`src/rtl/nibble_sort_controller.sv`:
```
// Sorts the four nibbles of a 16-bit word with a fixed six-step bubble schedule.
// A single shared magnitude comparator makes one compare per cycle.

module four_bit_comparator (
  input  logic [3:0] A,
  input  logic [3:0] B,
  output logic       G,
  output logic       E,
  output logic       L
);
  assign G = (A > B);
  assign E = (A == B);
  assign L = (A < B);
endmodule

module nibble_sort_controller #(
  parameter bit ASCENDING = 1'b1
) (
  input  logic        clk,
  input  logic        rst,
  input  logic        start,
  input  logic [15:0] data_in,
  output logic [15:0] data_out,
  output logic        busy,
  output logic        done,
  output logic [2:0]  swap_count
);
  typedef enum logic [1:0] {IDLE = 2'd0, SORT = 2'd1, DONE = 2'd2} state_t;

  state_t          state, state_nxt;
  logic [3:0][3:0] w, w_swp;
  logic [1:0]      pass, j, j1;
  logic [2:0]      cnt, cnt_nxt;
  logic            a_gt, a_eq, a_lt;
  logic            swap, last;

  assign j1 = j + 2'd1;

  four_bit_comparator u_cmp (
    .A (w[j]),
    .B (w[j1]),
    .G (a_gt),
    .E (a_eq),
    .L (a_lt)
  );

  // Equal nibbles never move, which keeps the sort stable.
  assign swap    = !a_eq && (ASCENDING ? a_gt : a_lt);
  assign last    = (pass == 2'd2);
  assign cnt_nxt = cnt + {2'b00, swap};
  assign busy    = (state == SORT);
  assign done    = (state == DONE);

  always_comb begin
    w_swp = w;
    if (swap) begin
      w_swp[j]  = w[j1];
      w_swp[j1] = w[j];
    end
  end

  always_comb begin
    state_nxt = state;
    case (state)
      IDLE:    if (start) state_nxt = SORT;
      SORT:    if (last)  state_nxt = DONE;
      DONE:    state_nxt = IDLE;
      default: state_nxt = IDLE;
    endcase
  end

  always_ff @(posedge clk or posedge rst) begin
    if (rst) begin
      state <= IDLE;
    end else begin
      state <= state_nxt;
    end
  end

  always_ff @(posedge clk or posedge rst) begin
    if (rst) begin
      w          <= '0;
      cnt        <= '0;
      pass       <= '0;
      j          <= '0;
      data_out   <= '0;
      swap_count <= '0;
    end else begin
      case (state)
        IDLE: begin
          if (start) begin
            w    <= data_in;
            cnt  <= '0;
            pass <= '0;
            j    <= '0;
          end
        end
        SORT: begin
          w   <= w_swp;
          cnt <= cnt_nxt;
          // Pass p covers j = 0 .. 2-p.
          if (j == 2'd2 - pass) begin
            pass <= pass + 2'd1;
            j    <= '0;
          end else begin
            j <= j + 2'd1;
          end
          if (last) begin
            data_out   <= w_swp;
            swap_count <= cnt_nxt;
          end
        end
        default: ;
      endcase
    end
  end
endmodule

```
`config.mk`:
```
export PLATFORM = sky130hd
export DESIGN_NAME = nibble_sort_controller
export DESIGN_NICKNAME = d
export VERILOG_FILES = /design/src/rtl/nibble_sort_controller.sv
export SDC_FILE = /design/constraint.sdc
export NUM_CORES = 1
export LEC_CHECK = 0
export ABC_AREA = 1
export CAP_MARGIN = 40
export CORE_MARGIN = 2
export CORE_UTILIZATION = 60
export DETAILED_ROUTE_END_ITERATION = 16
export GPL_ROUTABILITY_DRIVEN = 0
export PLACE_DENSITY = 0.9
export SLEW_MARGIN = 0
export SYNTH_ARGS = -nofsm -noshare
export SYNTH_HDL_FRONTEND = slang
export SYNTH_SLANG_ARGS = --single-unit
export TNS_END_PERCENT = 50
```
`constraint.sdc`:
```
create_clock -name clk -period 4.55 [get_ports clk]
set_input_delay 0.6825 -clock clk [delete_from_list [all_inputs] [get_ports clk]]
set_output_delay 0.6825 -clock clk [all_outputs]
set_load 0.03 [all_outputs]
```
==> results.json <==
{
  "rows": 25,
  "rsz0062_at_grt": "false",
  "synth_area_per_cell_um2": 6.87,
  "syn_nets": 479,
  "design_area_um2": 3490,
  "drive_above_1_share_pct": 9.01,
  "dp_hpwl_um": 5790,
  "hold_buffers": 0,
  "synth_top_area_cell": "dfrtp_1",
  "die_w_um": 75.4,
  "drt-vias-per-instance": 5.70,
  "async_reset_ff_share_pct": 100,
  "fin_crit_sh_pct": 81.2,
  "ys_seq_area_share_pct": 36.0,
  "fin_skew_ps": 8.65,
  "grt_util_all_layers_pct": 30.9,
  "dieArea_um2": 5680,
  "clk_pin_slew_worst_paths_ps": 90,
  "port_buffers": 39,
  "worst_setup_path_start_kind": "register",
  "crit_type": "register to register",
  "ys_types": 25,
  "synth_edf_count": 0,
  "holdCritPathClass": "register to register",
  "max_freq_mhz": 271,
  "hold_viol": 0,
  "setup_viol": 0,
  "max_cap_violations": 0,
  "gr-total-overflow": 0,
  "tns_ps": 0,
  "vias": 3099,
  "reg2reg_depth": 17,
  "antenna-diode-count": 0,
  "dominantRegCellSynth": "dfrtp_1",
  "relSlewSlack_pct": 51.9,
  "cp.arrival_ps": 3930,
  "design.core.area_um2": 4820,
  "ioPinCount": 40,
  "wirelength_um": 8030,
  "place_area_um2": 3410,
  "syn_area_um2": 3060,
  "dr.pass1.iters": 5,
  "cts_setup_buffers": 0,
  "worst-slew-pin-transition_ps": 722,
  "nNetsFinal": 511,
  "yosys-top-cells-count": "nand2_1 (164), nand3_1 (58), dfrtp_1 (44)",
  "ctsHtreeMaxLevel": 2,
  "regArea_um2": 1100,
  "antenna_found_initial": 0,
  "yosys_warnings": 0,
  "crit_required_ps": 4790,
  "numCtsBuffers": 5,
  "fin_crit_ps": 3690,
  "clkLatencyLatePin_ps": 310,
  "synth.top_cell.area_share_pct": 36.0,
  "yosys-top-cells-area": "dfrtp_1 (36%), nand2_1 (20%), nand3_1 (9.5%)",
  "clockBufferDepth": 2,
  "slew_violations": 0,
  "grt_pass1_wl_um": 13200,
  "status": "complete, no violations",
  "ant_nets": 0,
  "drt_iter0_drc": 404,
  "grt_max_degree": 45,
  "area_growth_pct": 14.4,
  "avgRoutedWirePerCell_um": 14.8,
  "ys_ff_latch": 44,
  "drc": 0,
  "cts_sinks": 44,
  "fp.dieH_um": 75.4,
  "multi_input_area_um2": 1620,
  "worstSetupEndpointType": "register",
  "fillCellCount": 399,
  "min_path_cells": 2,
  "grt_pass1_vias": 2876,
  "synthMostInstantiatedCell": "nand2_1",
  "post_cts_resized": 0,
  "synth_cells": 445,
  "root_buffer": "clkbuf_8",
  "tritoncts": "built",
  "floorplan.initialDensity_pct": 63.4,
  "path_max_fanout": 23
}
[worst max-delay path, stage by stage (launching register included)]
cell	delay (ps)
dfrtp_1	820
inv_4	260
ha_1	490
inv_1	140
nand3_1	130
nand2_2	100
ha_1	280
nand2_1	70
inv_1	50
nand3_1	100
inv_1	60
a21oi_1	210
buf_4	230
ha_1	160
ha_1	150
xor2_1	150
nand2_1	80
o21ai_1	140
[kinds of logic after synthesis]
kind of cell / Yosys count / share of synthesized area (%)
simple gates: 267 / 38.2
buf+inv: 68 / 10.9
compound gates: 49 / 8.19
flops: 44 / 36.0
fa+ha+maj: 15 / 6.14
xor+xnor: 2 / 0.573
[metrics by stage]
| stage | utilization (%) | setup WS [ps] | cells | hold slack (ps) |
|---|---|---|---|---|
| 2_1_floorplan | - | 1650 | 445 | 457 |
| 3_3_place_gp | 70.9 | 1190 | 537 | 462 |
| 3_5_place_dp | 70.9 | 1040 | 537 | 468 |
| 4_1_cts | 72.5 | 941 | 544 | 490 |
| 5_1_grt | 72.5 | 622 | 544 | 511 |
| 6_report | 72.5 | 858 | 544 | 488 |
[routing by layer]
layer | vias to the layer above | wire length, um | global-route usage, %
li1 | 1463 | - | -
met1 | 1456 | 3370 | 41.9
met2 | 149 | 3750 | 46.3
met3 | 31 | 614 | 8.33
met4 | 0 | 285 | 14.0
met5 | - | 0 | 0
[path summary, 6_finish.rpt]
path	slack (ps)	start	endpoint
max	860	j[0]	swap_count[2]
min reg2reg	490	data_out[15]	data_out[15]
max reg2reg	860	j[0]	swap_count[2]
min	490	data_out[15]	data_out[15]
max in group asynchronous	3370	rst	w[9]
min in group asynchronous	810	rst	w[14]
[cells in the final DEF (no fill, tap or decap)]
cell type	count
o211ai_1	1
nand3_1	58
nand2_1	164
clkdlybuf4s50_1	39
clkinv_1	1
ha_1	15
buf_4	3
xnor2_1	1
nor2_4	2
inv_2	11
inv_1	38
inv_4	1
nor2_8	1
a21oi_1	18
dfrtp_1	44
o21bai_1	1
o21ai_1	15
clkbuf_8	5
nand2_2	14
clkinvlp_4	1
nand3_2	4
clkinv_2	1
nor2_1	24
o21ai_0	14
xor2_1	1
[sequential cells by signal, summed over array words and instances, names as in the netlist]
register,flops
data_out,16
w,16
cnt,3
swap_count,3
j,2
pass,2
state,2
[area by class of cell]
cell class / count / share of cell area (%)
clock buffers: 5 / 1.97
inverters: 51 / 5.55
repair buffers: 42 / 11.8
clock inverters: 2 / 0.358
flip-flops and latches: 44 / 31.5
multi-input cells: 333 / 46.4
well taps: 67 / 2.40
Power is left out: the tool's default activity adds up to more than one toggle a clock period on the data nets, which glitch-free logic cannot reach.
==> RTL change (config.mk and constraints unchanged) <==
Encoding of `state_t`: now one-hot (3 bits for 3 states).
--- a/src/rtl/nibble_sort_controller.sv
+++ b/src/rtl/nibble_sort_controller.sv
@@ -25,7 +25,7 @@
   output logic        done,
   output logic [2:0]  swap_count
 );
-  typedef enum logic [1:0] {IDLE = 2'd0, SORT = 2'd1, DONE = 2'd2} state_t;
+  typedef enum logic [2:0] {IDLE = 3'b001, SORT = 3'b010, DONE = 3'b100} state_t;
 
   state_t          state, state_nxt;
   logic [3:0][3:0] w, w_swp;
Function: same outputs for any inputs over 10 cycles, from zero or initial values and one cycle with rst high; not proved beyond that.
==> RTL change against the unedited design <==
Sequential share of layout area about the same; via count decreased by 2.1%; setup slack improved by 0.0041 ns; highest routed layer unchanged; critical path depth decreased by 6; synthesized area increased by 2.9%; cell area increased by 2.3%; wire length decreased by 0.52%; sequential cell count increased by 1.
Power is left out: the tool's default activity adds up to more than one toggle a clock period on the data nets, which glitch-free logic cannot reach.
==> RTL change: results (changes against the unedited design) <==
Synthesis
  – Number of library cell types mapped by synthesis: 33 (+32%)
  – Fraction of the mapped netlist area in adder cells: 0.0597 (-0.00174)
  – Mean post-synth cell area: 7.35 um2 (+7.0%)
  – Synth Area in Compound Gates: 0.0832 (+0.00127)
  – XOR/XNOR share of the synthesized area: 0.00557 (-0.000162)
  – Main area contributors after synthesis: dfrtp_1 35%, nand2_1 21%, nand3_2 7.6%
  – List of most frequent post-synthesis cells: 174 x nand2_1, 44 x dfrtp_1, 42 x nand3_1
  – Syn nets: 462 (-3.5%)
  – Portion of netlist area occupied by mux cells: 0 (unchanged)

Place
  – Setup slack at placement: 0.974 ns (-0.0625 ns)
  – Post-DP Area: 3480 um2 (+1.9%)
  – Post-detail-place hpwl: 5.62 mm (-2.8%)
  – Number of cells after detailed placement: 520 (-3.2%)

Timing
  – Worst relative slew slack: 0.383 (-0.136)
  – Hold Slack: 0.483 ns (-0.00451 ns)
  – Post-route clock skew: 0.00904 ns (+0.000382 ns)
  – Final setup margin: 0.862 ns (+0.00415 ns)

Final layout
  – Fraction of layout cells with a size suffix above 1: 0.107 (+0.0168)
  – Number of nets in the final layout: 491 (-3.9%)

Global route
  – Global Route met3 Usage: 0.0427 (-0.0407)
  – Overall global routing resource usage: 0.284 (-0.0242)
  – Met2 Use GR: 0.474 (+0.0115)
  – Wire length of the first global-routing pass: 13.4 mm (+2.0%)
  – Met1 usage in global routing: 0.364 (-0.0555)
  – Vias in the first global route: 2887 (+0.38%)

Drt
  – Avg Vias per Cell: 5.75 (+0.87%)
  – Average detailed-routed wire length per instance: 15.1 um (+2.5%)
  – WL met1: 3.31 mm (-1.9%)
  – Via count of the routed design: 3034 (-2.1%)
  – Routed length on met3: 559 um (-9.0%)
  – Starting DRT DRC Count: 341 (-16%)
  – Met2 wirelength from detailed routing: 3.83 mm (+1.9%)

Critical path
  – Arrival time reported for the critical path endpoint: 3.88 ns (-0.05 ns)
  – Maximum fanout count along the critical path: 24 (+4.3%)
  – Critical R2R Capture: w[14]
  – Slowest stage delay, CP: 0.84 ns (+0.02 ns)

Run status
  – Result of the run: completed

Clock network
  – Total clock buffers created by CTS: 5 (unchanged)

Worst hold path
  – Worst Min Path Start: data_out[5]
==> RTL change: cell count changes after synthesis, moves of 3 or more <==
cell	change
inv_2	-7
nand2_1	+10
nand2_2	-9
nand3_1	-16
nand3_2	+20
nand4_1	+10
nor2_1	-20
o21ai_0	+3
o21ai_1	-15
==> RTL change: logic make-up after synthesis <==
family / Yosys count
XOR/XNOR: 2
flip-flops: 45
AO/OA/AOI/OAI: 44
buffers and inverters: 61
AND/OR/NAND/NOR: 261
adder cells (fa/ha/maj): 15
==> RTL change: final cells by class <==
class	instances	area (um2)
multi-input cells	322	1700
fillers	430	1500
flip-flops and latches	45	1130
repair buffers	41	405
inverters	42	158
well taps	70	87.6
clock buffers	6	82.6
clock inverters	2	13.8
==> RTL change: worst max-delay path, delay by kind of cell (launching register included) <==
family / cells / cell delay [ns]
AO/OA/AOI/OAI: 1 / 0.57
flip-flops: 1 / 0.84
adder cells (fa/ha/maj): 2 / 0.89
buffers and inverters: 2 / 0.47
AND/OR/NAND/NOR: 6 / 0.80
